## src/rtl/master_msg_rx.sv

```systemverilog
// Master-side receiver for the inter-FPGA slave message link.
// Generates MSG_CLK, samples the framed 4-lane uplink mid-bit and rebuilds
// the byte stream with SOF/EOF/byte-count/error indications.
`timescale 1ns/1ps
module master_msg_rx #(
  parameter int CLK_DIV   = 4,
  parameter int MAX_BYTES = 4096
) (
  input  logic        clk_sys_i,
  input  logic        rst_i,
  output logic        msg_clk_o,
  input  logic        msg_tx_fsx_i,
  input  logic [3:0]  msg_tx_i,
  output logic        rx_data_vld_o,
  output logic [7:0]  rx_data_o,
  output logic        rx_sof_o,
  output logic        rx_eof_o,
  output logic [15:0] rx_byte_cnt_o,
  output logic        frame_err_o
);

  localparam logic [7:0]  DIV_LAST = 8'(CLK_DIV - 1);
  localparam logic [15:0] MAX_CNT  = 16'(MAX_BYTES);

  typedef enum logic [2:0] {
    WAIT_IDLE = 3'd0,
    IDLE      = 3'd1,
    LO_NIB    = 3'd2,
    HI_NIB    = 3'd3,
    DISCARD   = 3'd4
  } state_t;

  logic [7:0] div_cnt;
  logic       strobe;
  logic       fsx_p0;
  logic [3:0] lane_p0;
  logic [3:0] hi_nib;
  state_t     state;
  state_t     state_nxt;
  logic       vld_nxt;
  logic       sof_nxt;
  logic       eof_nxt;
  logic       err_nxt;
  logic       hi_ld;
  logic       cnt_clr;
  logic       cnt_inc;

  // Byte count never runs past the frame limit.
  function automatic logic [15:0] sat_inc(input logic [15:0] v);
    return (v >= MAX_CNT) ? MAX_CNT : v + 16'd1;
  endfunction

  // Link clock divider: toggle MSG_CLK every CLK_DIV system cycles.
  always_ff @(posedge clk_sys_i) begin
    if (rst_i) begin
      div_cnt   <= 8'd0;
      msg_clk_o <= 1'b0;
    end else if (div_cnt == DIV_LAST) begin
      div_cnt   <= 8'd0;
      msg_clk_o <= ~msg_clk_o;
    end else begin
      div_cnt <= div_cnt + 8'd1;
    end
  end

  // Sample in the cycle MSG_CLK falls, half a bit after the slave launched.
  assign strobe = (div_cnt == DIV_LAST) && msg_clk_o;

  // ---- stage p0: input register in front of all link logic ----
  // Register the frame strobe; it steers control so it gets reset.
  always_ff @(posedge clk_sys_i) begin
    if (rst_i) fsx_p0 <= 1'b0;
    else       fsx_p0 <= msg_tx_fsx_i;
  end

  // Register the data lanes (pure data, no reset needed).
  always_ff @(posedge clk_sys_i) begin
    lane_p0 <= msg_tx_i;
  end

  // ---- stage p1: frame FSM, advanced only on the sample strobe ----
  // State register.
  always_ff @(posedge clk_sys_i) begin
    if (rst_i)       state <= WAIT_IDLE;
    else if (strobe) state <= state_nxt;
  end

  // Next-state decode from the registered frame strobe.
  always_comb begin
    state_nxt = state;
    case (state)
      WAIT_IDLE: if (!fsx_p0) state_nxt = IDLE;
      IDLE:      if (fsx_p0)  state_nxt = LO_NIB;
      LO_NIB: begin
        if (!fsx_p0)                       state_nxt = IDLE;
        else if (rx_byte_cnt_o < MAX_CNT)  state_nxt = HI_NIB;
        else                               state_nxt = DISCARD;
      end
      HI_NIB:    state_nxt = fsx_p0 ? LO_NIB : IDLE;
      DISCARD:   if (!fsx_p0) state_nxt = IDLE;
      default:   state_nxt = WAIT_IDLE;
    endcase
  end

  // Output/action decode; everything is gated by the strobe.
  always_comb begin
    vld_nxt = 1'b0;
    sof_nxt = 1'b0;
    eof_nxt = 1'b0;
    err_nxt = 1'b0;
    hi_ld   = 1'b0;
    cnt_clr = 1'b0;
    cnt_inc = 1'b0;
    if (strobe) begin
      case (state)
        IDLE: if (fsx_p0) begin
          sof_nxt = 1'b1;
          hi_ld   = 1'b1;
          cnt_clr = 1'b1;
        end
        LO_NIB: begin
          if (!fsx_p0) begin
            // Odd nibble count: the half byte is dropped.
            err_nxt = 1'b1;
            eof_nxt = 1'b1;
          end else if (rx_byte_cnt_o < MAX_CNT) begin
            vld_nxt = 1'b1;
            cnt_inc = 1'b1;
          end else begin
            // Single error for the whole oversized frame; DISCARD stays quiet.
            err_nxt = 1'b1;
          end
        end
        HI_NIB: begin
          if (fsx_p0) hi_ld   = 1'b1;
          else        eof_nxt = 1'b1;
        end
        DISCARD: if (!fsx_p0) eof_nxt = 1'b1;
        default: ;
      endcase
    end
  end

  // ---- stage p2: registered outputs, one cycle after the strobe ----
  // High-nibble holding register.
  always_ff @(posedge clk_sys_i) begin
    if (hi_ld) hi_nib <= lane_p0;
  end

  // Output pulses, byte and count registers.
  always_ff @(posedge clk_sys_i) begin
    if (rst_i) begin
      rx_data_vld_o <= 1'b0;
      rx_sof_o      <= 1'b0;
      rx_eof_o      <= 1'b0;
      frame_err_o   <= 1'b0;
      rx_data_o     <= 8'd0;
      rx_byte_cnt_o <= 16'd0;
    end else begin
      rx_data_vld_o <= vld_nxt;
      rx_sof_o      <= sof_nxt;
      rx_eof_o      <= eof_nxt;
      frame_err_o   <= err_nxt;
      if (vld_nxt) rx_data_o <= {hi_nib, lane_p0};
      if (cnt_clr)      rx_byte_cnt_o <= 16'd0;
      else if (cnt_inc) rx_byte_cnt_o <= sat_inc(rx_byte_cnt_o);
    end
  end

endmodule
```

## config.mk

```make
export PLATFORM = sky130hd
export DESIGN_NAME = master_msg_rx
export DESIGN_NICKNAME = d
export VERILOG_FILES = /design/src/rtl/master_msg_rx.sv
export SDC_FILE = /design/constraint.sdc
export NUM_CORES = 1
export LEC_CHECK = 0
export CORE_MARGIN = 10
export CORE_UTILIZATION = 45
export DETAILED_ROUTE_END_ITERATION = 8
export HOLD_SLACK_MARGIN = 0.1
export PLACE_DENSITY_LB_ADDON = 0.05
export SLEW_MARGIN = 15
export SYNTH_ARGS = -nofsm -noshare
export SYNTH_HDL_FRONTEND = slang
export SYNTH_SLANG_ARGS = --single-unit
```

## constraint.sdc

```tcl
create_clock -name clk_sys_i -period 3.25 [get_ports clk_sys_i]
set_input_delay 0.325 -clock clk_sys_i [delete_from_list [all_inputs] [get_ports clk_sys_i]]
set_output_delay 0.325 -clock clk_sys_i [all_outputs]
set_load 0.05 [all_outputs]
```

# Word-level counts from Yosys, hierarchy flattened

Cells that the tools add are included.

Bits in registers: 49
Input port bits: 7
Output and inout bits: 29
Logic and storage cells: 56

Add/sub/neg operators: 2
Magnitude comparators: 2
Equality and inequality tests: 7
Muxes and demuxes: 19
Bitwise logic cells: 4
Reductions and logical operators: 10

Operator list:

| cell                                                                    | number |
|---|---|
| 16-bit by 1-bit adder with 16-bit output, second input constant         | 1 |
| 16-bit by 13-bit >= comparator with 1-bit output, second input constant | 1 |
| 16-bit by 13-bit < comparator with 1-bit output, second input constant  | 1 |
| 16-bit two-way mux                                                      | 1 |
| 1-bit two-way mux                                                       | 12 |
| 3-bit two-way mux                                                       | 4 |
| 3-bit case mux with 4 select lines                                      | 1 |
| 3-bit OR reduction                                                      | 3 |
| 8-bit by 1-bit adder with 8-bit output, second input constant           | 1 |
| 8-bit by 2-bit == test with 1-bit output, second input constant         | 1 |
| 2-bit OR reduction                                                      | 4 |
| 3-bit by 2-bit == test with 1-bit output, second input constant         | 2 |
| 2-bit != test, second input constant                                    | 2 |
| 1-bit inverter                                                          | 4 |
| 3-bit by 1-bit == test with 1-bit output, second input constant         | 1 |
| 3-bit == test, second input constant                                    | 1 |
| 3-bit logical NOT                                                       | 1 |
| 3-bit AND reduction                                                     | 1 |
| 2-bit two-way mux                                                       | 1 |
| 1-bit logical AND                                                       | 1 |

# Logic depth before layout (Yosys ltp)

Depth after elaboration: 5
Gate-level depth with buffers: 7
Depth with buffers taken out: 5

# Worst setup path before layout

Ideal clock, no wire load.

Path type: register -> register
Start point: reg rx_byte_cnt_o[12]
End point: reg rx_byte_cnt_o[11]
Library setup time: 0.070 ns
Data arrival time: 2.348 ns
Data required time: 3.180 ns
Setup slack: 0.831 ns
Stages on the path, launching flop included: 6
Buffers on the path: 1
Clock period less this slack: 2.419 ns
Path through: dfxtp_1 or4_4 or4_4 buf_6 or4_1 a21oi_1

Longest elaborated chain between the ends: 5
Elaborated cells between the ends (all ways): 7
Classes of those cells: 2 x order compare; 5 x mux

RTL lines:

| element                                         | line | source |
|---|---|---|
| from (decl)                                     | 18   | `output logic [15:0] rx_byte_cnt_o,` |
| from (signal assigned)                          | 166  | `else if (cnt_inc) rx_byte_cnt_o <= sat_inc(rx_byte_cnt_o);` |
| 16-bit by 13-bit < comparator with 1-bit output | 126  | `end else if (rx_byte_cnt_o < MAX_CNT) begin` |
| 1-bit two-way mux                               | 126  |  |
| 1-bit two-way mux                               | 122  | `if (!fsx_p0) begin` |
| 1-bit two-way mux                               | 115  | `case (state)` |
| 1-bit two-way mux                               | 114  | `if (strobe) begin` |

Several ways; a longest one is shown, not always the timed one.
A chain may end at the register's enable or synchronous reset.

# Final worst setup path

Start point: reg div_cnt[0]
End point: reg rx_byte_cnt_o[11]

Longest elaborated chain between the ends: 4
Elaborated cells between the ends (all ways): 5
Classes of those cells: 1 x eq/ne; 2 x mux; 2 x reduce/logical

RTL lines:

| element                                    | line | source |
|---|---|---|
| from (decl)                                | 33   | `logic [7:0] div_cnt;` |
| from (signal assigned)                     | 62   | `div_cnt <= div_cnt + 8'd1;` |
| 8-bit by 2-bit == test with 1-bit output * | 67   | `assign strobe = (div_cnt == DIV_LAST) && msg_clk_o;` |
| 1-bit logical AND *                        | 67   |  |
| 1-bit two-way mux                          | n/a  |  |
| 2-bit OR reduction (no line)               | n/a  |  |

Mark *: on every way between the ends. The rest lies on a longest branch, timed or not.

==> summary.md <==
| Metric | Value |
|---|---|
| Yosys top cell area share | 46.2% |
| Ys Warns | 0 |
| Register-to-register setup slack | 0.88 ns |
| Number of buffers created by CTS | 5 |
| Type of element launching the critical path | flip-flop |
| Total half-perimeter wirelength after legalization and detailed placement | 3050 um |
| Crit path capture type | flip-flop |
| Area of the mapped netlist | 1950 um2 |
| Area growth, synth to finish | 26.3% |
| DRC errors left | 0 |
| Wire length on met2 | 1990 um |
| Worst setup path endpoint | rx_byte_cnt_o[11] |
| Number of global-route vias before repair | 1460 |
| Wire length on met3 | 309 um |
| Reg2Reg Launch Point | div_cnt[0] |
| Number of vias after detailed routing | 1593 |
| Clock Sinks | 49 |
| Area of the core | 4090 um2 |
| Standby leakage power | 0.870 nW |
| Slowest library cell on the worst path | or4_4 |
| Count of H-tree levels built during CTS | 2 |
| Max transition margin | 60.2% |
| Final wirelength | 4150 um |
| Io pins | 36 |
| Worst-margin pin slew | 0.598 ns |
| Outcome | completed |
| Fillers | 369 |
| Quantity of I/O buffers inserted on ports | 35 |
| Highest routing layer actually used | met4 |
| WP data arrival | 2.60 ns |
| Height of the chip | 85.9 um |
| Synthesized instance count | 203 |
| Number of cells upsized or downsized after cts | 0 |
| Number of antenna cells inserted | 0 |
| TritonRoute pass-1 iters | 4 |
| Number of nets at the end of the flow | 250 |
| Post-synth top area cell | dfxtp_1 |
| Number of cell rows | 23 |
| Die ar. | 7370 um2 |
| Endpoint required time on the critical path | 3.48 ns |
| Sequential cell area | 1020 um2 |
| Largest net degree at the start of global routing | 23 |
| Number of cells on the critical path | 5 |
| Setup skew after layout | 0.00824 ns |
| # setup viols final | 0 |
| VDD IR max | 0.289 mV |
| Maximum clock frequency | 423 MHz |
| Post-route setup TNS | 0 ns |
| Total Routing Usage GR | 11.4% |
| Iter 0 DRT Violations | 61 |
| Wirelength per Cell | 14.3 um |
| GR Overflow Total | 0 |
| Biggest cell delay along the critical path | 0.66 ns |
| Initial antenna violation count | 0 |
| Max Transition Viols Final | 0 |
| Post-detailed-route count of antenna-violating nets | 0 |
| Wire length of the first global-routing pass | 6930 um |
| Depth of the most critical reg-to-reg path | 5 |
| CP Launch Point | div_cnt[0] |
| CP bufs+invs | 0 |
| Starting density of the core | 47.8% |
| Number of hold-slack violations in the final timing report | 0 |
| Horizontal extent of the die | 85.9 um |
| Portion of the clock cycle consumed by the worst path in the final layout | 72.8% |
| Syn_nets | 213 |
| Clock transition at path regs | 0.09 ns |
| Hold/Removal Path Class | reg -> reg |
| Post-layout utilization of the core | 60.3% |
| Power Dens Cells | 444 nW/um2 |
| Proportion of layout cells with a drive suffix above 1 | 7.05% |
| Most frequent cells in the layout | 45 x dfxtp_1, 35 x clkdlybuf4s50_1, 27 x nor2_1 |
| Top area cells in the synthesized netlist | dfxtp_1 46%, edfxtp_1 6.2%, nor2_1 5.2%, mux2i_1 4.6%, o31ai_1 3.5% |
| Worst reg2reg path endpoint | rx_byte_cnt_o[11] |
| Syn avg cell area | 9.62 um2 |
| Most common cell after layout, fill and taps aside | dfxtp_1 |
| Multi-input gate area in the final layout | 848 um2 |
| Post-layout min period | 2.37 ns |
| Routed metal-1 wire length | 1810 um |
| Post-CTS Repair Setup Buffers | 0 |
| Unrepaired setup endpoints after global routing | false |
| Source-to-sink clock delay at the later pin of the worst-skew pair | 0.30 ns |
| TritonCTS clock tree | yes |
| Total power | 0.00110 W |
| CP cell instances | ha_1, or3b_1, or4_4, or4_1, a21oi_1 |
| Number of register bits inferred by synthesis | 49 |
| Per-cell via count in the routed design | 5.47 |
| Weighted congestion reported at the end of routability-driven placement | 0.781 |
| Buffer depth of the longest clock path | 2 |
| Cell variety after synth | 35 |
| Kind of critical path | reg -> reg |
| Max-cap violations | 0 |
| Max Fanout on Critical Path | 22 |
| # hold bufs at CTS | 0 |
| Share of synthesized area occupied by flip-flops and latches | 52.3% |
| Kind of cell adding the most delay to the critical path | simple AND/OR/NAND/NOR gates |
| Clock tree root driver cell | clkbuf_8 |
==> stage by stage <==
step           area, um2  hold slack, ns  cells  setup slack [ns]
3_5_place_dp        2350           0.424    283             0.893
6_report            2460           0.441    291             0.885
2_1_floorplan       1950           0.353    203             0.831
4_1_cts             2460           0.446    291             0.871
3_3_place_gp        2350           0.412    283             0.941
5_1_grt             2460           0.446    291             0.743
==> cell usage after synthesis <==
library cell	number
a2111oi_0	1
a211o_1	1
a21oi_1	13
a41o_1	1
and2_1	2
and3_1	2
buf_1	1
buf_6	1
clkbuf_1	6
dfxtp_1	45
edfxtp_1	4
ha_1	3
inv_1	12
mux2i_1	9
nand2_1	8
nand2b_1	3
nand3_1	7
nand3b_1	2
nand4_1	4
nor2_1	27
nor2b_1	1
nor3_1	4
nor3b_1	1
nor4_1	6
nor4bb_1	2
o21ai_0	3
o21ba_2	1
o31ai_1	9
or2_2	3
or3_1	1
or3b_1	1
or4_1	9
or4_4	2
xnor2_1	5
xor2_1	3
==> worst min-delay path by stage <==
stage,from,endpoint,cells past startpoint
CTS,lane_p0[0],hi_nib[0],0
finish,lane_p0[0],hi_nib[0],0
floorplan,msg_tx_i[0],lane_p0[0],0
global placement,lane_p0[0],hi_nib[0],0
detailed placement,lane_p0[2],hi_nib[2],0
global route,msg_tx_i[2],lane_p0[2],1
==> routing by layer <==
layer	GRT usage (%)	vias to the layer above
li1	-	794
met1	13.1	738
met2	19.0	57
met3	4.35	4
met4	3.14	0
met5	0	-
==> power by group <==
group          internal, W  switching, W
clock network     0.000230      0.000199
logic            0.0000180     0.0000231
registers         0.000616    0.00000877
==> state kept, by name, indices dropped and copies added (netlist names) <==
signal         cells
fsx_p0             1
div_cnt            8
rx_byte_cnt_o     16
state              3
rx_data_o          8
frame_err_o        1
hi_nib             4
msg_clk_o          1
rx_eof_o           1
rx_sof_o           1
lane_p0            4
rx_data_vld_o      1
==> area by class of cell <==
| class | count | share of cell area (%) |
|---|---|---|
| repair buffers | 38 | 15.1 |
| clock inverters | 3 | 1.88 |
| clock buffers | 5 | 2.79 |
| multi-input cells | 134 | 34.4 |
| inverters | 12 | 1.83 |
| well taps | 50 | 2.54 |
| flip-flops and latches | 49 | 41.4 |
==> cell families (layout without fill, tap and decap cells) <==
family	count (synthesis)	in the layout	share of synthesized area [%]
AO/OA/AOI/OAI	29	29	9.49
XOR/XNOR	8	8	3.59
multiplexers	9	9	4.62
buffers and inverters	20	58	4.23
adder cells (fa/ha/maj)	3	3	1.92
flip-flops	49	49	52.3
AND/OR/NAND/NOR	85	85	23.8
Note: power is estimated with default switching activity, not from simulation.
